--- config.mk ---
export PLATFORM = sky130hd
export DESIGN_NAME = io_bus_bridge
export DESIGN_NICKNAME = d
export VERILOG_FILES = /design/src/rtl/io_bus_bridge_pkg.sv /design/src/rtl/io_bus_bridge_timeout.sv /design/src/rtl/io_bus_bridge.sv
export SDC_FILE = /design/constraint.sdc
export NUM_CORES = 1
export LEC_CHECK = 0
export CORE_ASPECT_RATIO = 2
export CORE_MARGIN = 3
export CORE_UTILIZATION = 35
export DETAILED_ROUTE_END_ITERATION = 7
export GPL_ROUTABILITY_DRIVEN = 0
export SLEW_MARGIN = 5
export SYNTH_ARGS = -nofsm -noshare
export SYNTH_HDL_FRONTEND = slang
export SYNTH_SLANG_ARGS = --single-unit
--- constraint.sdc ---
create_clock -name clock -period 1.5 [get_ports clock]
set_input_delay 0.15 -clock clock [delete_from_list [all_inputs] [get_ports clock]]
set_output_delay 0.15 -clock clock [all_outputs]
set_load 0.1 [all_outputs]
--- src/rtl/io_bus_bridge_pkg.sv ---
// Shared types for the core-to-pin-bus bridge: transaction kinds and bridge FSM states.
package io_bus_bridge_pkg;

    typedef enum logic [1:0] {
        KIND_PC     = 2'd0,
        KIND_MAR    = 2'd1,
        KIND_MDR_WR = 2'd2,
        KIND_MDR_RD = 2'd3
    } bus_kind_t;

    typedef enum logic [1:0] {
        ST_IDLE = 2'd0,
        ST_SEND = 2'd1,
        ST_RECV = 2'd2,
        ST_DONE = 2'd3
    } bridge_state_t;

    function automatic logic is_mdr(input bus_kind_t kind);
        return (kind == KIND_MDR_WR) || (kind == KIND_MDR_RD);
    endfunction

endpackage

--- src/rtl/io_bus_bridge_timeout.sv ---
// Handshake watchdog: counts consecutive stalled cycles while run is high.
module io_timeout_ctr #(
    parameter int TIMEOUT = 255
) (
    input  logic clock,
    input  logic reset,
    input  logic clear,
    input  logic run,
    output logic expired
);

    localparam int CW = (TIMEOUT > 1) ? $clog2(TIMEOUT + 1) : 1;
    localparam logic [CW-1:0] LIM = CW'(TIMEOUT - 1);

    logic [CW-1:0] cnt_q, cnt_d;

    // Expiry fires on the TIMEOUT-th stalled cycle; a progress beat that cycle cancels it.
    assign expired = run && !clear && (cnt_q == LIM);

    // Next count: restart on progress or outside a handshake phase, saturate at the limit.
    always_comb begin
        cnt_d = cnt_q;
        if (clear || !run) begin
            cnt_d = {CW{1'b0}};
        end else if (cnt_q != LIM) begin
            cnt_d = cnt_q + CW'(1'b1);
        end else begin
            cnt_d = cnt_q;
        end
    end

    // Counter register.
    always_ff @(posedge clock) begin
        if (reset) begin
            cnt_q <= {CW{1'b0}};
        end else begin
            cnt_q <= cnt_d;
        end
    end

endmodule

--- src/rtl/io_bus_bridge.sv ---
// Serialises core words onto a narrow pin bus (LSB beat first) and reassembles read replies.
module io_bus_bridge
    import io_bus_bridge_pkg::*;
#(
    parameter int WORD_W  = 16,
    parameter int PIN_W   = 8,
    parameter int TIMEOUT = 255
) (
    input  logic              clock,
    input  logic              reset,
    input  logic              req_valid,
    output logic              req_ready,
    input  bus_kind_t         req_kind,
    input  logic [WORD_W-1:0] req_data,
    output logic              rsp_valid,
    output logic [WORD_W-1:0] rsp_data,
    output logic              err,
    input  logic              err_clr,
    input  logic [PIN_W-1:0]  pin_in,
    output logic [PIN_W-1:0]  pin_out,
    input  logic              ard_receive_ready,
    input  logic              ard_data_ready,
    output logic              pin_valid,
    output logic              pin_ack,
    output logic              bus_pc,
    output logic              bus_mar,
    output logic              bus_mdr
);

    localparam int BEATS = WORD_W / PIN_W;
    localparam int BW    = (BEATS > 1) ? $clog2(BEATS) : 1;
    localparam logic [WORD_W-1:0] LANE_MASK = WORD_W'({PIN_W{1'b1}});
    localparam logic [BW-1:0]     LAST      = BW'(BEATS - 1);

    bridge_state_t     state_q, state_d;
    bus_kind_t         kind_q, kind_d;
    logic [WORD_W-1:0] word_q, word_d, rx_q, rx_d, rsp_data_q, rsp_data_d;
    logic [BW-1:0]     beat_q, beat_d;
    logic              rsp_valid_q, rsp_valid_d, err_q, err_d;

    logic              tx_fire, rx_fire, last_beat, to_run, to_clear, to_expired, active;
    int                lane_sh;
    logic [PIN_W-1:0]  tx_beat;
    logic [WORD_W-1:0] rx_merge;

    assign tx_fire   = (state_q == ST_SEND) && ard_receive_ready;
    assign rx_fire   = (state_q == ST_RECV) && ard_data_ready;
    assign last_beat = (beat_q == LAST);
    assign active    = (state_q == ST_SEND) || (state_q == ST_RECV);
    assign to_run    = active;
    assign to_clear  = tx_fire || rx_fire;
    assign lane_sh   = PIN_W * int'(beat_q);
    assign tx_beat   = PIN_W'(word_q >> lane_sh);
    assign rx_merge  = (rx_q & ~(LANE_MASK << lane_sh)) | (WORD_W'(pin_in) << lane_sh);

    io_timeout_ctr #(
        .TIMEOUT (TIMEOUT)
    ) u_timeout (
        .clock   (clock),
        .reset   (reset),
        .clear   (to_clear),
        .run     (to_run),
        .expired (to_expired)
    );

    // Next-state and datapath updates for the bridge FSM.
    always_comb begin
        state_d     = state_q;
        kind_d      = kind_q;
        word_d      = word_q;
        rx_d        = rx_q;
        beat_d      = beat_q;
        rsp_data_d  = rsp_data_q;
        rsp_valid_d = 1'b0;
        err_d       = err_clr ? 1'b0 : err_q;
        case (state_q)
            ST_IDLE: begin
                if (req_valid && req_ready) begin
                    kind_d  = req_kind;
                    // A read still clocks out BEATS command beats, all zero.
                    word_d  = (req_kind == KIND_MDR_RD) ? {WORD_W{1'b0}} : req_data;
                    rx_d    = {WORD_W{1'b0}};
                    beat_d  = {BW{1'b0}};
                    state_d = ST_SEND;
                end else begin
                    state_d = ST_IDLE;
                end
            end
            ST_SEND: begin
                if (to_expired) begin
                    err_d   = 1'b1;
                    state_d = ST_IDLE;
                end else if (tx_fire) begin
                    if (last_beat) begin
                        beat_d  = {BW{1'b0}};
                        state_d = (kind_q == KIND_MDR_RD) ? ST_RECV : ST_DONE;
                    end else begin
                        beat_d  = beat_q + BW'(1'b1);
                        state_d = ST_SEND;
                    end
                end else begin
                    state_d = ST_SEND;
                end
            end
            ST_RECV: begin
                if (to_expired) begin
                    err_d   = 1'b1;
                    state_d = ST_IDLE;
                end else if (rx_fire) begin
                    rx_d = rx_merge;
                    if (last_beat) begin
                        beat_d      = {BW{1'b0}};
                        rsp_data_d  = rx_merge;
                        rsp_valid_d = 1'b1;
                        state_d     = ST_DONE;
                    end else begin
                        beat_d  = beat_q + BW'(1'b1);
                        state_d = ST_RECV;
                    end
                end else begin
                    state_d = ST_RECV;
                end
            end
            ST_DONE: begin
                state_d = ST_IDLE;
            end
            default: begin
                state_d = ST_IDLE;
            end
        endcase
    end

    // State and datapath registers.
    always_ff @(posedge clock) begin
        if (reset) begin
            state_q     <= ST_IDLE;
            kind_q      <= KIND_PC;
            word_q      <= {WORD_W{1'b0}};
            rx_q        <= {WORD_W{1'b0}};
            beat_q      <= {BW{1'b0}};
            rsp_data_q  <= {WORD_W{1'b0}};
            rsp_valid_q <= 1'b0;
            err_q       <= 1'b0;
        end else begin
            state_q     <= state_d;
            kind_q      <= kind_d;
            word_q      <= word_d;
            rx_q        <= rx_d;
            beat_q      <= beat_d;
            rsp_data_q  <= rsp_data_d;
            rsp_valid_q <= rsp_valid_d;
            err_q       <= err_d;
        end
    end

    assign req_ready = (state_q == ST_IDLE) && !reset;
    assign pin_valid = (state_q == ST_SEND);
    assign pin_out   = pin_valid ? tx_beat : {PIN_W{1'b0}};
    assign pin_ack   = rx_fire;
    assign bus_pc    = active && (kind_q == KIND_PC);
    assign bus_mar   = active && (kind_q == KIND_MAR);
    assign bus_mdr   = active && is_mdr(kind_q);
    assign rsp_valid = rsp_valid_q;
    assign rsp_data  = rsp_data_q;
    assign err       = err_q;

endmodule

=== Yosys cells after proc, flatten, opt, wreduce, memory -nomap -nowiden ===
Index checks and enable logic that the tools add are counted.
W data, S select, Z words.

* Register bits after elaboration: 63
* Input port bits: 32
* Output and inout port bits: 32
* Word-level logic and storage cells: 87

* Add/subtract/negate cells: 2
* Equality and inequality tests: 14
* Shifts and indexed selects: 3
* Mux-type cells: 26
* Bitwise gates (word level): 6
* Reductions and logical operators: 27

{| class="wikitable"
|+ Operator list
! operator !! number
|-
| $mux W16 || 4
|-
| $pmux W16 S2 || 1
|-
| $and A16 B16 Y16 || 1
|-
| $not A16 Y16 || 1
|-
| $or A16 B16 Y16 || 1
|-
| $shl A8 B4 Y16 || 1
|-
| $shl A8 B4 Y16 const A || 1
|-
| $shr A16 B4 Y8 || 1
|-
| $mux W1 || 13
|-
| $eq A2 B2 Y1 const B || 5
|-
| $mux W2 || 5
|-
| $logic_and A1 B1 Y1 || 9
|-
| $add A8 B1 Y8 const B || 1
|-
| $eq A8 B8 Y1 const B || 1
|-
| $mux W8 || 1
|-
| $ne A2 B2 Y1 const B || 4
|-
| $ne A8 B8 Y1 const B || 1
|-
| $pmux W2 S4 || 1
|-
| $reduce_and A4 Y1 || 2
|-
| $reduce_and A6 Y1 || 1
|-
| $eq A2 B1 Y1 const B || 2
|-
| $logic_not A2 Y1 || 2
|-
| $logic_or A1 B1 Y1 || 4
|-
| $reduce_or A2 Y1 || 2
|-
| other kinds (9) || 13
|}

=== Depth between registers and ports, before layout ===
* Word-level depth: 8
* Gate-level depth with buffers: 8
* Mapped depth without buffers: 5

=== Modules after synthesis ===
Synthesis repeated with hierarchy kept, for this count alone.

* Cell total of the unflattened synthesis: 278
* Area total of the unflattened synthesis: 2381.0 sq um

{| class="wikitable"
|+ Modules (own cells, without submodules)
! module !! instances !! cells an instance !! area an instance (sq um)
|-
| io_bus_bridge || 1 || 233 || 1966.9
|-
| io_timeout_ctr || 1 || 45 || 414.1
|}

=== Least setup slack after synthesis ===
Ideal clock, no wire load.

* Kind: register to output
* From: reg state_q[0]
* To: out bus_mar
* Arrival: 2952 ps
* Data required time: 1350 ps
* Slack: -1602 ps
* Cell stages (with the launch flop): 5
* Path buffers: 0
* Path through: dfxtp_1 > inv_1 > ha_1 > inv_1 > nor3b_1

* Longest elaborated chain between the ends: 3

{| class="wikitable"
|+ RTL lines
! element !! RTL line !! text
|-
| start: declaration || io_bus_bridge.sv:35 || <nowiki>bridge_state_t state_q, state_d;</nowiki>
|-
| start signal: assignment || io_bus_bridge.sv:145 || <nowiki>state_q <= state_d;</nowiki>
|-
| $eq A2 B1 Y1 / $eq A2 B2 Y1 (equally long branches) || io_bus_bridge.sv:49 || <nowiki>assign active = (state_q == ST_SEND) || (state_q == ST_RECV);</nowiki>
|-
| $logic_or A1 B1 Y1 * || io_bus_bridge.sv:49 ||
|-
| $logic_and A1 B1 Y1 * || io_bus_bridge.sv:161 || <nowiki>assign bus_mar = active && (kind_q == KIND_MAR);</nowiki>
|-
| end: declaration || io_bus_bridge.sv:26 || <nowiki>output logic bus_mar,</nowiki>
|}

Mark *: on every way between the ends. The rest lies on a longest branch, timed or not.

=== Final worst setup path ===
Ends and elaborated chain as after synthesis.

==> metrics.md <==
| Metric | Value |
|---|---|
| Status | finished, violations left |
| Violated checks | setup timing |
| Startpoint Class | flip-flop |
| Clock sink count | 55 |
| Starting Density | 0.364 |
| Initial antenna violation count | 0 |
| Skew-Pair Late Insertion Delay | 0.29 ns |
| Layout Nets | 419 |
| GRT Total Usage | 0.176 |
| First-pass DRT Iterations | 5 |
| Multi-input logic area | 1540 um^2 |
| Synthesis-to-layout area growth | 80.0% |
| Wire length of the first global-routing pass | 11.1 mm |
| FILL cells | 542 |
| Sequential cell area | 1110 um^2 |
| Design area | 4380 um^2 |
| Die height | 124 um |
| Core ar. | 6670 um^2 |
| WHS | 0.159 ns |
| Total CTS buffers | 5 |
| H-tree Lvls | 2 |
| Crit path capture type | output pin |
| Final Critical Period | 1.76 ns |
| Highest Clock Rate | 567 MHz |
| Primary FF master, synth | dfxtp_1 |
| CP bufs+invs | 5 |
| Final Max Slew Viols | 0 |
| Port Buffers | 63 |
| Final setup margin | -0.263 ns |
| Crit path kind | reg2out |
| Rel. slew slack | 0.635 |
| Vias/cell | 5.04 |
| Layout cells sized above 1 | 0.346 |
| Hold Path Cell Cnt | 2 |
| Setup violators final | 27 |
| Critical-path cell list | inv_2 > buf_6 > ha_4 > inv_4 > buf_6 > nor3b_4 > buf_12 |
| Reg clk slew, reported paths | 0.07 ns |
| Residual DRC | 0 |
| Levels on crit path | 7 |
| Io pins | 64 |
| DRT iter0 DRCs | 65 |
| Die ar. | 8040 um^2 |
| Crit path required time | 1.35 ns |
| Synth warn | 0 |
| Least-Margin Pin Slew | 0.547 ns |
| Ys async rst share | 0 |
| Largest cells by area after synthesis | dfxtp_1 (45%), nand2_1 (8.6%), a21oi_1 (7.6%), nand3_1 (4.9%), mux2i_1 (3.3%) |
| FF+latch count, synth | 55 |
| Fin Setup TNS | -2.65 ns |
| Final Hold Fails | 0 |
| Synth top area share | 0.453 |
| Maximum vdd drop | 0.957 mV |
| Most used standard cell by instance count after synthesis | nand2_1 |
| Lkg Pwr | 1.54 nW |
| Syn Area/Cell | 8.33 um^2 |
| Mapped cell area | 2430 um^2 |
| Worst path slowest cell | dfxtp_2 |
| DP HPWL | 4.65 mm |
| Fin crit share | 1.18 |
| Clock skew | 0.00495 ns |
| Yosys cell types | 41 |
| Synth area leader | dfxtp_1 |
| Total number of vias | 2367 |
| CTS tree | built |
| Max-cap violations | 0 |
| Hold Crit Class | in2reg |
| Critical path fanouts, max | 2 |
| Vias in the first global route | 2334 |
| Worst-case clock buffer depth | 2 |
| Power per cell area | 799 nW/um^2 |
| Post-synth EDFFs | 0 |
| DIE WIDTH | 64.9 um |
| Unrepaired setup endpoints after global routing | yes |
| Root Buffer Master | clkbuf_16 |
| Largest net degree at the start of global routing | 28 |
| Sequential-to-total area share from yosys stat | 0.453 |
| GR Overflow Total | 0 |
| Most frequent CP cell | buf_6 |
| Antenna cells | 0 |
| Mapped Cells | 292 |
| Data arrival, critical path | 1.61 ns |
| R2r worst-path depth | 7 |
| Slowest stage delay, CP | 0.34 ns |
| Overall power | 3.49 mW |
| Mapped Nets | 330 |
| DRT antenna net count | 0 |
| Site Rows | 42 |
| CP delay by family, top | buffers and inverters |
| Final Util | 0.656 |
| Area after DPL | 3720 um^2 |
| Synth cell count leaders | nand2_1 (56), dfxtp_1 (55), a21oi_1 (37) |
| Wirelength, routed | 7.20 mm |
| DR WL/cell | 15.3 um |
==> sequential cells by signal, indices dropped and copies added (netlist names) <==
| signal | cells |
|---|---|
| beat_q | 1 |
| err | 1 |
| kind_q | 2 |
| rsp_data | 16 |
| rsp_valid | 1 |
| rx_q | 8 |
| state_q | 2 |
| u_timeout.cnt_q | 8 |
| word_q | 16 |
==> path summary, 6_finish.rpt <==
| check | start | end | slack (ns) |
|---|---|---|---|
| hold / removal | reset | beat_q | 0.16 |
| setup reg to reg | state_q[0] | u_timeout.cnt_q[6] | -0.22 |
| hold reg to reg | rx_q[5] | rsp_data[5] | 0.45 |
| setup / recovery | state_q[0] | bus_mar | -0.26 |
==> logic make-up (layout without fill, tap and decap cells) <==
kind of cell             Yosys count  after routing  share of synthesized area
adder cells (fa/ha/maj)            6              6                     0.0309
multiplexers                       9              9                     0.0376
AND/OR/NAND/NOR                  120            120                      0.241
buffers and inverters             39            129                     0.0700
AO/OA/AOI/OAI                     60             60                      0.157
flip-flops                        55             55                      0.453
XOR/XNOR                           3              3                     0.0108
==> layer usage <==
metal,global-route usage,vias to the layer above,part of all wire,wire (um)
met5,0,-,0,0
met4,0.0848,0,0.031,226
met1,0.195,1122,0.36,2580
met2,0.304,57,0.56,4020
li1,-,1175,-,-
met3,0.0478,13,0.052,372
==> per-stage QoR <==
step / worst slack [ns] / instances
after floorplan: -0.208 / 292
after global placement: -0.138 / 446
after detailed placement: -0.159 / 446
after CTS: -0.266 / 462
after global routing: -0.338 / 470
final: -0.263 / 470
==> layout make-up <==
| cell class | instances | share of cell area |
|---|---|---|
| tap | 88 | 0.0252 |
| inverter | 21 | 0.0197 |
| multi-input combinational | 198 | 0.351 |
| timing repair buffer | 100 | 0.315 |
| sequential | 55 | 0.253 |
| clock buffer | 8 | 0.0357 |
==> power by group <==
group	switching (mW)	internal (mW)
Combinational	0.375	0.385
Sequential	0.0320	1.49
Clock	0.501	0.712
Total	0.909	2.59
==> timing repair <==
| action | 4_1_cts | 5_1_grt |
|---|---|---|
| setup buffers | 8 | 8 |
| setup endpoints to repair | 29 | 50 |
| pin swaps | 7 | 9 |
| resized for setup | 36 | 30 |
| hold buffers | 0 | 0 |
| gates cloned | 0 | 3 |
==> cells in the final DEF, fill, tap and decap left out, types with 8 or more instances in the layout <==
cell type,Yosys,final
buf_6,2,11
o32ai_2,0,8
dfxtp_1,55,53
clkbuf_16,0,8
nor2b_4,0,9
buf_12,0,37
nand3_1,24,22
buf_4,0,18
a21oi_1,37,32
inv_1,21,18
nand2_1,56,56
clkdlybuf4s50_1,0,30
Note: power is estimated with default switching activity, not from simulation.
